==> src/rtl/hazard_controller_if.sv <==
// Sequencing bus between the MIPS datapath and the hazard controller.
// The datapath drives the ID-stage decode and branch outcome; the controller
// returns stall/flush/bubble controls and EX operand forwarding selects.
interface hazard_controller_if;
    logic       ID_VALID;
    logic [2:0] ID_IRJ;
    logic [4:0] ID_RS;
    logic [4:0] ID_RT;
    logic       ID_USE_RS;
    logic       ID_USE_RT;
    logic [4:0] ID_WREG;
    logic       ID_WEN;
    logic       ID_LOAD;
    logic       ID_MULDIV;
    logic       ID_HILO;
    logic       EX_BR_TAKEN;

    logic       STALL_IF;
    logic       STALL_ID;
    logic       BUBBLE_EX;
    logic       FLUSH_ID;
    logic [1:0] FWD_A;
    logic [1:0] FWD_B;
    logic       MULDIV_BUSY;

    // Datapath side
    modport master (
        output ID_VALID, ID_IRJ, ID_RS, ID_RT, ID_USE_RS, ID_USE_RT,
               ID_WREG, ID_WEN, ID_LOAD, ID_MULDIV, ID_HILO, EX_BR_TAKEN,
        input  STALL_IF, STALL_ID, BUBBLE_EX, FLUSH_ID, FWD_A, FWD_B, MULDIV_BUSY
    );

    // Controller side
    modport slave (
        input  ID_VALID, ID_IRJ, ID_RS, ID_RT, ID_USE_RS, ID_USE_RT,
               ID_WREG, ID_WEN, ID_LOAD, ID_MULDIV, ID_HILO, EX_BR_TAKEN,
        output STALL_IF, STALL_ID, BUBBLE_EX, FLUSH_ID, FWD_A, FWD_B, MULDIV_BUSY
    );
endinterface

==> src/rtl/hazard_controller.sv <==
// Pipeline sequencing controller for the 5-stage MIPS core.
// Tracks in-flight destinations (EX/MEM/WB) and the HI/LO mult/div occupancy,
// and produces stall/flush/bubble controls plus EX forwarding selects.
// Optional: define HAZARD_STALL_COUNT_EN to add the saturating STALL_CNT output.
module hazard_controller #(
    parameter int unsigned MULDIV_CYCLES = 4,
    parameter int unsigned CNT_W         = 16
) (
    input  logic              CLK,
    input  logic              RESET_N,
    hazard_controller_if.slave hz
`ifdef HAZARD_STALL_COUNT_EN
    ,
    output logic [CNT_W-1:0]  STALL_CNT
`endif
);

    localparam int unsigned REG_W = 5;
    localparam int unsigned MD_W  = 4;

    typedef struct packed {
        logic             valid;
        logic [REG_W-1:0] rd;
        logic             load;
    } sb_entry_t;

    sb_entry_t        ex_q, ex_d;
    sb_entry_t        mem_q, mem_d;
    sb_entry_t        wb_q, wb_d;
    logic [REG_W-1:0] ex_rs_q, ex_rs_d;
    logic [REG_W-1:0] ex_rt_q, ex_rt_d;
    logic [MD_W-1:0]  md_cnt_q, md_cnt_d;
    logic             md_busy_q, md_busy_d;

    logic lu_c, hl_c, md_c, fl_c, stall_c, bubble_c;

    // Only the jump bit of the instruction class steers sequencing.
    logic unused_irj;
    assign unused_irj = |hz.ID_IRJ[2:1];

    function automatic logic is_writer(input sb_entry_t e);
        return e.valid && (e.rd != '0);
    endfunction

    function automatic logic [1:0] fwd_sel(input logic [REG_W-1:0] src,
                                           input sb_entry_t mem,
                                           input sb_entry_t wb);
        // A load result is not available in MEM; only ALU results forward from there.
        if (is_writer(mem) && !mem.load && (mem.rd == src)) begin
            return 2'b01;
        end
        if (is_writer(wb) && (wb.rd == src)) begin
            return 2'b10;
        end
        return 2'b00;
    endfunction

    // Hazard detection from current scoreboard and ID-stage decode
    always_comb begin
        lu_c = hz.ID_VALID && ex_q.load && is_writer(ex_q) &&
               ((hz.ID_USE_RS && (ex_q.rd == hz.ID_RS)) ||
                (hz.ID_USE_RT && (ex_q.rd == hz.ID_RT)));
        hl_c     = hz.ID_VALID && hz.ID_HILO   && (md_cnt_q != '0);
        md_c     = hz.ID_VALID && hz.ID_MULDIV && (md_cnt_q != '0);
        fl_c     = hz.EX_BR_TAKEN || (hz.ID_VALID && hz.ID_IRJ[0]);
        stall_c  = lu_c || hl_c || md_c;
        bubble_c = fl_c ? hz.EX_BR_TAKEN : stall_c;
    end

    // Sequencing outputs: a flush overrides any pending stall
    always_comb begin
        hz.STALL_IF  = 1'b0;
        hz.STALL_ID  = 1'b0;
        hz.FLUSH_ID  = 1'b0;
        hz.BUBBLE_EX = bubble_c;
        if (fl_c) begin
            hz.FLUSH_ID = 1'b1;
        end else if (stall_c) begin
            hz.STALL_IF = 1'b1;
            hz.STALL_ID = 1'b1;
        end
    end

    // Forwarding selects for the instruction currently in EX
    always_comb begin
        hz.FWD_A = fwd_sel(ex_rs_q, mem_q, wb_q);
        hz.FWD_B = fwd_sel(ex_rt_q, mem_q, wb_q);
    end

    assign hz.MULDIV_BUSY = md_busy_q;

    // Scoreboard advance and mult/div occupancy countdown
    always_comb begin
        mem_d    = ex_q;
        wb_d     = mem_q;
        ex_d     = '0;
        ex_rs_d  = '0;
        ex_rt_d  = '0;
        md_cnt_d = md_cnt_q;
        if (!bubble_c) begin
            ex_d.valid = hz.ID_VALID && hz.ID_WEN;
            ex_d.rd    = hz.ID_WREG;
            ex_d.load  = hz.ID_LOAD;
            ex_rs_d    = hz.ID_RS;
            ex_rt_d    = hz.ID_RT;
        end
        if (hz.ID_VALID && hz.ID_MULDIV && !bubble_c) begin
            md_cnt_d = MD_W'(MULDIV_CYCLES);
        end else if (md_cnt_q != '0) begin
            md_cnt_d = md_cnt_q - MD_W'(1);
        end
        md_busy_d = (md_cnt_d != '0);
    end

    // State registers
    always_ff @(posedge CLK or negedge RESET_N) begin
        if (!RESET_N) begin
            ex_q      <= '0;
            mem_q     <= '0;
            wb_q      <= '0;
            ex_rs_q   <= '0;
            ex_rt_q   <= '0;
            md_cnt_q  <= '0;
            md_busy_q <= 1'b0;
        end else begin
            ex_q      <= ex_d;
            mem_q     <= mem_d;
            wb_q      <= wb_d;
            ex_rs_q   <= ex_rs_d;
            ex_rt_q   <= ex_rt_d;
            md_cnt_q  <= md_cnt_d;
            md_busy_q <= md_busy_d;
        end
    end

`ifdef HAZARD_STALL_COUNT_EN
    logic [CNT_W-1:0] stall_cnt_q, stall_cnt_d;

    // Saturating count of front-end stall cycles
    always_comb begin
        stall_cnt_d = stall_cnt_q;
        if (!fl_c && stall_c && (stall_cnt_q != '1)) begin
            stall_cnt_d = stall_cnt_q + CNT_W'(1);
        end
    end

    // Stall counter register
    always_ff @(posedge CLK or negedge RESET_N) begin
        if (!RESET_N) begin
            stall_cnt_q <= '0;
        end else begin
            stall_cnt_q <= stall_cnt_d;
        end
    end

    assign STALL_CNT = stall_cnt_q;
`endif

endmodule

==> src/flat_wrapper.sv <==
// flat-port wrapper written by rule: the top's interface ports become plain ports
module hazard_controller_flat 
#(
    parameter int unsigned MULDIV_CYCLES = 4,
    parameter int unsigned CNT_W         = 16
)
  (CLK, RESET_N, hz_ID_VALID, hz_ID_IRJ, hz_ID_RS, hz_ID_RT, hz_ID_USE_RS, hz_ID_USE_RT, hz_ID_WREG, hz_ID_WEN, hz_ID_LOAD, hz_ID_MULDIV, hz_ID_HILO, hz_EX_BR_TAKEN, hz_STALL_IF, hz_STALL_ID, hz_BUBBLE_EX, hz_FLUSH_ID, hz_FWD_A, hz_FWD_B, hz_MULDIV_BUSY);
  hazard_controller_if hz_i ();
  input  logic CLK;
  input  logic RESET_N;
  input wire logic [$bits(hz_i.ID_VALID)-1:0] hz_ID_VALID;
  input wire logic [$bits(hz_i.ID_IRJ)-1:0] hz_ID_IRJ;
  input wire logic [$bits(hz_i.ID_RS)-1:0] hz_ID_RS;
  input wire logic [$bits(hz_i.ID_RT)-1:0] hz_ID_RT;
  input wire logic [$bits(hz_i.ID_USE_RS)-1:0] hz_ID_USE_RS;
  input wire logic [$bits(hz_i.ID_USE_RT)-1:0] hz_ID_USE_RT;
  input wire logic [$bits(hz_i.ID_WREG)-1:0] hz_ID_WREG;
  input wire logic [$bits(hz_i.ID_WEN)-1:0] hz_ID_WEN;
  input wire logic [$bits(hz_i.ID_LOAD)-1:0] hz_ID_LOAD;
  input wire logic [$bits(hz_i.ID_MULDIV)-1:0] hz_ID_MULDIV;
  input wire logic [$bits(hz_i.ID_HILO)-1:0] hz_ID_HILO;
  input wire logic [$bits(hz_i.EX_BR_TAKEN)-1:0] hz_EX_BR_TAKEN;
  output wire logic [$bits(hz_i.STALL_IF)-1:0] hz_STALL_IF;
  output wire logic [$bits(hz_i.STALL_ID)-1:0] hz_STALL_ID;
  output wire logic [$bits(hz_i.BUBBLE_EX)-1:0] hz_BUBBLE_EX;
  output wire logic [$bits(hz_i.FLUSH_ID)-1:0] hz_FLUSH_ID;
  output wire logic [$bits(hz_i.FWD_A)-1:0] hz_FWD_A;
  output wire logic [$bits(hz_i.FWD_B)-1:0] hz_FWD_B;
  output wire logic [$bits(hz_i.MULDIV_BUSY)-1:0] hz_MULDIV_BUSY;
  assign hz_i.ID_VALID = hz_ID_VALID;
  assign hz_i.ID_IRJ = hz_ID_IRJ;
  assign hz_i.ID_RS = hz_ID_RS;
  assign hz_i.ID_RT = hz_ID_RT;
  assign hz_i.ID_USE_RS = hz_ID_USE_RS;
  assign hz_i.ID_USE_RT = hz_ID_USE_RT;
  assign hz_i.ID_WREG = hz_ID_WREG;
  assign hz_i.ID_WEN = hz_ID_WEN;
  assign hz_i.ID_LOAD = hz_ID_LOAD;
  assign hz_i.ID_MULDIV = hz_ID_MULDIV;
  assign hz_i.ID_HILO = hz_ID_HILO;
  assign hz_i.EX_BR_TAKEN = hz_EX_BR_TAKEN;
  assign hz_STALL_IF = hz_i.STALL_IF;
  assign hz_STALL_ID = hz_i.STALL_ID;
  assign hz_BUBBLE_EX = hz_i.BUBBLE_EX;
  assign hz_FLUSH_ID = hz_i.FLUSH_ID;
  assign hz_FWD_A = hz_i.FWD_A;
  assign hz_FWD_B = hz_i.FWD_B;
  assign hz_MULDIV_BUSY = hz_i.MULDIV_BUSY;
  hazard_controller #(.MULDIV_CYCLES(MULDIV_CYCLES), .CNT_W(CNT_W)) u_core (.CLK(CLK), .RESET_N(RESET_N), .hz(hz_i));
endmodule
==> config.mk <==
export PLATFORM = sky130hd
export DESIGN_NAME = hazard_controller_flat
export DESIGN_NICKNAME = d
export VERILOG_FILES = /design/src/rtl/hazard_controller_if.sv /design/src/rtl/hazard_controller.sv /design/src/flat_wrapper.sv
export SDC_FILE = /design/constraint.sdc
export NUM_CORES = 1
export LEC_CHECK = 0
export BUFFER_PORTS_ARGS = -buffer_cell sky130_fd_sc_hd__buf_4
export CORE_ASPECT_RATIO = 2
export CORE_MARGIN = 2
export CORE_UTILIZATION = 40
export CTS_CLUSTER_SIZE = 16
export DETAILED_ROUTE_END_ITERATION = 8
export SETUP_SLACK_MARGIN = 0.05
export SYNTH_ARGS = -nofsm -noshare
export SYNTH_HDL_FRONTEND = slang
export SYNTH_SLANG_ARGS = --single-unit
==> constraint.sdc <==
create_clock -name CLK -period 1.9 [get_ports CLK]
set_input_delay 0.095 -clock CLK [delete_from_list [all_inputs] [get_ports CLK]]
set_output_delay 0.095 -clock CLK [all_outputs]
set_load 0.02 [all_outputs]
==> metrics.yaml, run 1 <==
cp-start-kind: "flip-flop"
finClkSkew_ns: 0.00339
worstSetupEndpoint: "hz_FWD_B[1]"
worstPathArrival_ns: 1.90
rsz0062_at_grt: "true"
critPathBufInv: 2
crit_required_ns: 1.80
yosysWarnings: 0
fin_area_um2: 2480
post_drt_via_cell_ratio: 5.51
hpwl_um: 3420
cts_buffers: 5
path_max_fanout: 2
ys.flop_type: "dfrtp_1"
min_period_ns: 1.99
slew_headroom_pct: 71.8
setup_viol: 2
crit_slowest_cell: "or4_4"
drc: 0
placed_area_um2: 2190
regArea_um2: 881
wl_per_cell_um: 16.0
cts.path.max_buffers: 2
yosysSeqAreaShare_pct: 47.2
clk_root_buffer_cell: "clkbuf_8"
ant_nets: 0
multi_input_area_um2: 986
wl_um: 4570
hp-class: "in2reg"
power_density_nw_per_um2: 965
ir_drop_mv: 0.789
cpPeakStageDelay_ns: 0.55
cp.depth: 6
min_from: "hz_ID_RS[1]"
synthDistinctLibCells: 38
avgSynthCellArea_um2: 10.4
cts_tree: "done"
worstSkewPairLatency_ns: 0.29
r2r_end: "u_core.ex_rt_q[2]"
synth_nets: 207
rows: 35
clkTransAtPathRegs_ns: 0.07
ys_seq_elements: 35
h-tree-depth: 2
clkSinkCount: 35
crit-reg2reg-launch: "u_core.md_cnt_q[0]"
grt_first_pass_wirelength_um: 7300
cp_cell_sequence: "or4_4 -> o21ai_4 -> buf_6 -> nor4_2 -> nor4_2 -> buf_4"
num_io_pins: 37
core_um2: 4550
worstSetupStartpoint: "u_core.mem_q[4]"
path_common_cell: "nor4_2"
antenna_cells: 0
syn_inst: 178
nets: 259
worstSetupPathType: "reg2out"
grt_antenna_before_repair: 0
grt_usage_pct: 19.0
cap_violations: 0
grt.overflow.total: 0
initial_utilization_pct: 40.8
drive_above_1_share_pct: 36.5
post-route-period-util_pct: 105
first_pass_iters: 4
area_growth_pct: 33.8
final_common_cell: "buf_4"
failed_checks: "negative setup slack"
drt_iter0_drc: 26
grt_pass1_vias: 1599
grt_max_degree: 36
setup_ws_ns: -0.0917
fp.dieH_um: 100
fillCellCount: 444
drv_slew: 0
synth_async_sr_flop_share_pct: 100
leakage_nw: 1.12
vias: 1571
netlist_area_um2: 1860
reg2regPathDepth: 7
max_freq_mhz: 502
worstMarginPinSlew_ns: 0.424
port_buffers: 34
crit_path_end_kind: "output port"
fp.dieArea_um2: 5240
whs_ns: 0.0427
reg2reg_slack_ns: 0.18
finalHoldViolations: 0
cp_top_family: "simple AND/OR/NAND/NOR gates"
status: "finished, violations left"
synth_edf_count: 0
fin_total_pwr_mw: 2.40
final_cell_mix: "buf_4, dfrtp_1, xnor2_1"
place_congestion: 0.779
die_w_um: 52.2
-- per-layer routing --
layer	GRT usage [%]	share of wire (%)	wire length [um]	up-vias
met2	38.6	63	2890	45
met1	16.7	30	1400	779
met5	0	0	0	-
li1	-	-	-	738
met3	3.42	4.3	196	9
met4	7.89	2.1	96	0
-- synthesized netlist by cell type, types with 2 or more instances --
cell | n | area, um^2
a21oi_1 | 3 | 15.0
a2bb2oi_1 | 6 | 52.6
a311oi_1 | 10 | 87.6
buf_2 | 4 | 20.0
clkbuf_1 | 3 | 11.3
dfrtp_1 | 35 | 876
inv_1 | 14 | 52.6
nand2_1 | 6 | 22.5
nand3_1 | 3 | 15.0
nand4_1 | 2 | 12.5
nor2_1 | 4 | 15.0
nor2b_1 | 10 | 62.6
nor3_1 | 2 | 10.0
nor4_1 | 2 | 12.5
nor4_2 | 2 | 25.0
o211a_1 | 2 | 20.0
o211ai_1 | 2 | 15.0
o21ai_0 | 14 | 70.1
o21ai_1 | 2 | 10.0
or4_1 | 4 | 30.0
xnor2_1 | 18 | 158
xor2_1 | 14 | 123
-- state kept, by name (all words and copies together), names as in the netlist --
signal	cells
u_core.ex_rs_q	5
u_core.md_cnt_q	4
u_core.ex_rt_q	5
u_core.mem_q	7
u_core.ex_q	7
u_core.wb_q	6
u_core.hz.MULDIV_BUSY	1
-- report_power, final --
group	internal (mW)	leakage (nW)	switching, mW
clock	0.284	0.0470	0.256
combinational	0.440	0.640	0.388
sequential	0.876	0.431	0.152
-- metrics by stage --
stage,instances,setup WS (ns),TNS (ns),util [%]
floorplan,178,0.0567,0,-
global placement,266,0.142,0,48.2
detailed placement,266,0.116,0,48.2
CTS,284,-0.0735,-0.133,52.9
global route,285,-0.182,-0.330,54.5
finish,285,-0.0917,-0.148,54.5
-- area by class of cell --
cell class / instances / area share [%]
clock buffer: 6 / 3.32
clock inverter: 1 / 0.202
inverter: 14 / 2.12
multi-input combinational: 121 / 39.7
sequential: 35 / 35.5
tap: 55 / 2.77
timing repair buffer: 53 / 16.4
-- kinds of logic (layout without fill, tap and decap cells) --
| kind of cell | count (synthesis) | count (layout) | share of synthesized area [%] |
|---|---|---|---|
| compound gates | 49 | 49 | 18.8 |
| buf+inv | 22 | 74 | 4.92 |
| fa+ha+maj | 1 | 1 | 0.674 |
| simple gates | 39 | 39 | 13.3 |
| flops | 35 | 35 | 47.2 |
| xor+xnor | 32 | 32 | 15.1 |
-- worst min-delay path by stage --
stage | to | slack [ns] | cells past startpoint
after global placement | u_core.wb_q[6] | 0.06 | 1
after detailed placement | u_core.wb_q[6] | 0.06 | 1
after CTS | u_core.ex_rt_q[2] | 0.04 | 3
after floorplan | u_core.ex_q[0] | -0.20 | 0
after global routing | u_core.ex_rs_q[1] | 0.04 | 3
final | u_core.ex_rs_q[1] | 0.04 | 3
-- timing repair --
item,in CTS,in global routing
endpoints found under the hold margin,35,0
resized for setup,10,15
buffers inserted,10,1
setup endpoints to repair,5,7
pin swaps,8,5
hold buffers,1,0
-- worst register-to-register path, cell delays in order, from the launching register on --
cell	delay (ns)
dfrtp_1	0.42
inv_1	0.07
ha_2	0.17
nor3b_4	0.21
nor2_2	0.08
a21o_2	0.20
buf_4	0.17
a311oi_1	0.29
Power figures use the tool's default switching activity.
==> run 2, diff against run 1 <==
--- a/config.mk
+++ b/config.mk
@@ -11,7 +11,6 @@
 export CORE_UTILIZATION = 40
 export CTS_CLUSTER_SIZE = 16
 export DETAILED_ROUTE_END_ITERATION = 8
-export SETUP_SLACK_MARGIN = 0.05
 export SYNTH_ARGS = -nofsm -noshare
 export SYNTH_HDL_FRONTEND = slang
 export SYNTH_SLANG_ARGS = --single-unit
==> metrics.yaml, run 2 (synthesized netlist as in run 1, its figures left out) <==
status: "finished, violations left"  # unchanged
failed_checks: "negative setup slack"  # unchanged
vias: 1568  # was 1571
cap_violations: 0  # unchanged
fp.dieArea_um2: 5240  # unchanged
leakage_nw: 1.11  # was 1.12 nW
drive_above_1_share_pct: 34.6  # was 36.5%
grt_antenna_before_repair: 0  # unchanged
p_clk_share_pct: 22.6  # was 22.5%
final_common_cell: "buf_4"  # unchanged
grt_pass1_vias: 1591  # was 1599
use_met3_pct: 3.42  # unchanged
drv_slew: 0  # unchanged
crit_path_end_kind: "output port"  # unchanged
worstMarginPinSlew_ns: 0.426  # was 0.424 ns
power_frac_comb_pct: 34.5  # was 34.6%
use_met1_pct: 16.7  # about the same
internal-power_mw: 1.60  # about the same
seqPwrFrac_pct: 42.9  # about the same
tns_ns: -0.156  # was -0.148 ns
ir_drop_mv: 0.793  # was 0.789 mV
path_max_fanout: 2  # unchanged
p_sw_uw: 790  # was 796 uW
place_congestion: 0.779  # unchanged
core_um2: 4550  # unchanged
crit_required_ns: 1.80  # about the same
worstSkewPairLatency_ns: 0.28  # was 0.29 ns
dp_slack_ns: 0.116  # unchanged
final_cell_mix: "buf_4, dfrtp_1, xnor2_1"  # unchanged
die_w_um: 52.2  # unchanged
setup_viol: 2  # unchanged
slew_headroom_pct: 71.6  # was 71.8%
cts.path.max_buffers: 2  # unchanged
nets: 260  # was 259
drc: 0  # unchanged
power_density_nw_per_um2: 968  # was 965 nW/um^2
max_freq_mhz: 502  # about the same
grt_usage_pct: 18.7  # was 19.0%
top_regs: "u_core.ex_q x7, u_core.mem_q x7, u_core.wb_q x6"  # unchanged
clkSinkCount: 35  # unchanged
hp-class: "in2reg"  # unchanged
grt-busiest-layer: "met2"  # unchanged
antenna_cells: 0  # unchanged
wl_per_cell_um: 15.8  # was 16.0 um
grt_max_degree: 36  # unchanged
rows: 35  # unchanged
fp.dieH_um: 100  # unchanged
ant_nets: 0  # unchanged
hpwl_um: 3420  # unchanged
cts_tree: "done"  # unchanged
rsz0062_at_grt: "true"  # unchanged
wl_um: 4520  # was 4570 um
finClkSkew_ns: 0.00402  # was 0.00339 ns
met2_usage_pct: 37.9  # was 38.6%
area_growth_pct: 32.9  # was 33.8%
worstSetupPathType: "reg2out"  # unchanged
port_buffers: 34  # unchanged
cp-start-kind: "flip-flop"  # unchanged
worstPathArrival_ns: 1.90  # about the same
initial_utilization_pct: 40.8  # unchanged
cts_buffers: 5  # unchanged
grt.overflow.total: 0  # unchanged
setup_ws_ns: -0.0938  # was -0.0917 ns
num_io_pins: 37  # unchanged
clk_root_buffer_cell: "clkbuf_8"  # unchanged
first_pass_iters: 4  # unchanged
finalHoldViolations: 0  # unchanged
switching_share_pct: 33.1  # was 33.2%
post-route-period-util_pct: 105  # about the same
h-tree-depth: 2  # unchanged
drt_iter0_drc: 26  # unchanged
clkTransAtPathRegs_ns: 0.07  # about the same
post_drt_via_cell_ratio: 5.48  # was 5.51
min_period_ns: 1.99  # about the same
grt_first_pass_wirelength_um: 7210  # was 7300 um
-- run 2: cell count changes in the layout (fill, tap and decap cells not counted) --
| cell | before | now |
|---|---|---|
| buf_4 | 50 | 52 |
| dfrtp_1 | 31 | 33 |
| dfrtp_2 | 4 | 2 |
| xnor2_1 | 15 | 17 |
| xnor2_2 | 3 | 1 |
| buf_6 | 2 | 1 |
| nor2b_1 | 9 | 10 |
| nor2b_2 | 1 | 0 |
-- run 2: stage by stage --
stage	power, mW	hold WS, ns	cell area [um^2]	utilization [%]	std cells
floorplan	1.48	-0.201	1860	-	178
global placement	1.68	0.0552	2190	48.2	266
detailed placement	1.73	0.0635	2190	48.2	266
CTS	2.33	0.0383	2400	52.6	284
global route	2.54	0.0430	2470	54.2	286
finish	2.39	0.0459	2470	54.2	286
-- run 2: worst max-delay path: stages, from the launching register on --
cell and delay, ns:
dfrtp_1 0.38, or4_4 0.55, o21ai_4 0.17, buf_4 0.13
nor4_2 0.04, nor4_2 0.16, buf_4 0.19
-- run 2: power by group through the flow --
stage / Clock (mW) / Sequential, mW / Combinational [mW]
after floorplan: 0 / 1.00 / 0.482
after global placement: 0 / 1.03 / 0.655
after detailed placement: 0 / 1.04 / 0.691
after CTS: 0.552 / 1.01 / 0.764
after global routing: 0.581 / 1.04 / 0.916
final: 0.540 / 1.02 / 0.824
-- run 2: cell type report --
| type | instances | area (um^2) |
|---|---|---|
| Timing Repair Buffer | 54 | 412 |
| Clock inverter | 1 | 5.00 |
| Multi-Input combinational cell | 121 | 968 |
| Inverter | 14 | 52.6 |
| Fill cell | 440 | 2090 |
| Clock buffer | 6 | 82.6 |
| Tap cell | 55 | 68.8 |
| Sequential cell | 35 | 878 |
-- run 2: what timing repair did --
item                       4_1_cts  5_1_grt
setup buffers                   10        2
hold buffers                     1        0
hold endpoints to repair        35        0
pin swaps                        5        4
setup endpoints to repair        5        5
resized for setup                7       12
-- run 2: path summary, 6_finish.rpt --
path / slack, ns / to / start / cells after the start
min in group asynchronous: 0.29 / u_core.wb_q[6] / RESET_N / 2
hold / removal: 0.05 / u_core.ex_rs_q[1] / hz_ID_RS[1] / 3
max in group asynchronous: 1.29 / u_core.ex_q[3] / RESET_N / 2
hold reg to reg: 0.37 / u_core.wb_q[6] / u_core.mem_q[6] / 0
setup / recovery: -0.09 / hz_FWD_B[1] / u_core.mem_q[4] / 6
setup reg to reg: 0.17 / u_core.ex_rt_q[1] / u_core.md_cnt_q[0] / 7
-- run 2: per-layer routing --
metal,vias up,share of wire (%)
li1,739,-
met1,776,31
met2,43,62
met3,10,3.8
met4,0,2.8
met5,-,0
==> run 3, diff against run 2 <==
--- a/config.mk
+++ b/config.mk
@@ -11,6 +11,7 @@
 export CORE_UTILIZATION = 40
 export CTS_CLUSTER_SIZE = 16
 export DETAILED_ROUTE_END_ITERATION = 8
+export PLACE_DENSITY_LB_ADDON = 0.15
 export SYNTH_ARGS = -nofsm -noshare
 export SYNTH_HDL_FRONTEND = slang
 export SYNTH_SLANG_ARGS = --single-unit
==> metrics.yaml, run 3 (synthesized netlist as in run 1, its figures left out) <==
status: "finished, violations left"  # unchanged
failed_checks: "negative setup slack"  # unchanged
final_common_cell: "buf_4"  # unchanged
post-place-cells: 267  # was 266
rsz0062_at_grt: "true"  # unchanged
finalHoldViolations: 0  # unchanged
grt_antenna_before_repair: 0  # unchanged
max_freq_mhz: 505  # was 502 MHz
wl_per_cell_um: 16.9  # was 15.8 um
layoutNonFillerInstCount: 283  # was 286
grt_first_pass_wirelength_um: 7340  # was 7210 um
path_max_fanout: 3  # was 2
rows: 35  # unchanged
setup_viol: 2  # unchanged
grt.overflow.total: 0  # unchanged
placed_area_um2: 2200  # was 2190 um^2
setup_ws_ns: -0.0783  # was -0.0938 ns
worstSkewPairLatency_ns: 0.28  # about the same
crit_required_ns: 1.80  # about the same
leakage_nw: 1.10  # was 1.11 nW
core_um2: 4550  # unchanged
clkTransAtPathRegs_ns: 0.07  # about the same
clkSinkCount: 35  # unchanged
ir_drop_mv: 0.696  # was 0.793 mV
fp.dieH_um: 100  # unchanged
min_period_ns: 1.98  # was 1.99 ns
place_congestion: 0.741  # was 0.779
crit_path_end_kind: "output port"  # unchanged
final_cell_mix: "buf_4, dfrtp_1, xnor2_1"  # unchanged
num_io_pins: 37  # unchanged
worstMarginPinSlew_ns: 0.418  # was 0.426 ns
drv_slew: 0  # unchanged
drt_iter0_drc: 24  # was 26
ant_nets: 0  # unchanged
antenna_cells: 0  # unchanged
clk_root_buffer_cell: "clkbuf_8"  # unchanged
finClkSkew_ns: 0.00714  # was 0.00402 ns
vias: 1540  # was 1568
cap_violations: 0  # unchanged
fin_area_um2: 2450  # was 2470 um^2
post_drt_via_cell_ratio: 5.44  # was 5.48
h-tree-depth: 2  # unchanged
cp-start-kind: "flip-flop"  # unchanged
port_buffers: 34  # unchanged
wl_um: 4770  # was 4520 um
die_w_um: 52.2  # unchanged
worstPathArrival_ns: 1.88  # was 1.90 ns
cts_tree: "done"  # unchanged
power_density_nw_per_um2: 964  # was 968 nW/um^2
slew_headroom_pct: 71.9  # was 71.6%
hpwl_um: 3590  # was 3420 um
grt_usage_pct: 19.6  # was 18.7%
drc: 0  # unchanged
nets: 257  # was 260
fp.dieArea_um2: 5240  # unchanged
drive_above_1_share_pct: 33.8  # was 34.6%
grt_max_degree: 36  # unchanged
post-route-period-util_pct: 104  # was 105%
worstSetupPathType: "reg2out"  # unchanged
initial_utilization_pct: 40.8  # unchanged
cts.path.max_buffers: 2  # unchanged
grt_pass1_vias: 1662  # was 1591
cts_buffers: 5  # unchanged
top_regs: "u_core.ex_q x7, u_core.mem_q x7, u_core.wb_q x6"  # unchanged
first_pass_iters: 4  # unchanged
area_growth_pct: 32.0  # was 32.9%
hp-class: "in2reg"  # unchanged
run 3: power by group:
group          internal [mW]  total [mW]  switching [mW]
clock                  0.284       0.532           0.248
combinational          0.422       0.805           0.383
sequential             0.874        1.03           0.153
total                   1.58        2.36           0.783
run 3: path summary, 6_finish.rpt:
kind	start	endpoint	slack (ns)	cells after the start
worst max-delay path	u_core.wb_q[5]	hz_FWD_B[1]	-0.08	5
worst min-delay path	hz_ID_RS[2]	u_core.ex_rs_q[2]	0.04	3
worst max register to register	u_core.md_cnt_q[0]	u_core.ex_rs_q[3]	0.14	7
worst min register to register	u_core.mem_q[6]	u_core.wb_q[6]	0.37	0
max in group asynchronous	RESET_N	u_core.ex_q[1]	1.28	2
min in group asynchronous	RESET_N	u_core.mem_q[3]	0.30	2
run 3: repair_timing:
item                                   4_1_cts  5_1_grt
hold buffers                                 1        0
endpoints found under the hold margin       35        0
pin swaps                                    4        2
resized for setup                            9       11
setup buffers                                7        1
setup endpoints to repair                    5        5
run 3: per-layer routing:
layer | part of all wire, % | vias up | track usage [%]
met2 | 64 | 37 | 41.8
met5 | 0 | - | 0
met4 | 2.8 | 0 | 10.7
li1 | - | 734 | -
met1 | 31 | 760 | 14.9
met3 | 2.2 | 9 | 2.23
run 3: through the flow:
stage / hold WS (ns) / power, mW / setup slack (ns) / util [%] / TNS [ns]
after global routing: 0.0426 / 2.51 / -0.138 / 53.8 / -0.285
after global placement: 0.0556 / 1.69 / 0.157 / 48.4 / 0
final: 0.0447 / 2.36 / -0.0783 / 53.8 / -0.128
after detailed placement: 0.0642 / 1.73 / 0.0910 / 48.4 / 0
after CTS: 0.0375 / 2.32 / -0.0739 / 52.4 / -0.130
after floorplan: -0.201 / 1.48 / 0.0567 / - / 0
run 3: critical path: stages, from the launching register on:
cell and delay, ns:
dfrtp_1 0.39, or4_1 0.14, o21ai_2 0.06, or4_4 0.56, nor4_4 0.28, buf_4 0.18
run 3: cell type report:
type | instances | area [um^2]
timing repair buffer | 51 | 389
clock inverter | 1 | 5.00
multi-input combinational | 121 | 976
fill | 430 | 2100
clock buffer | 6 | 82.6
tap | 55 | 68.8
inverter | 14 | 52.6
sequential | 35 | 877
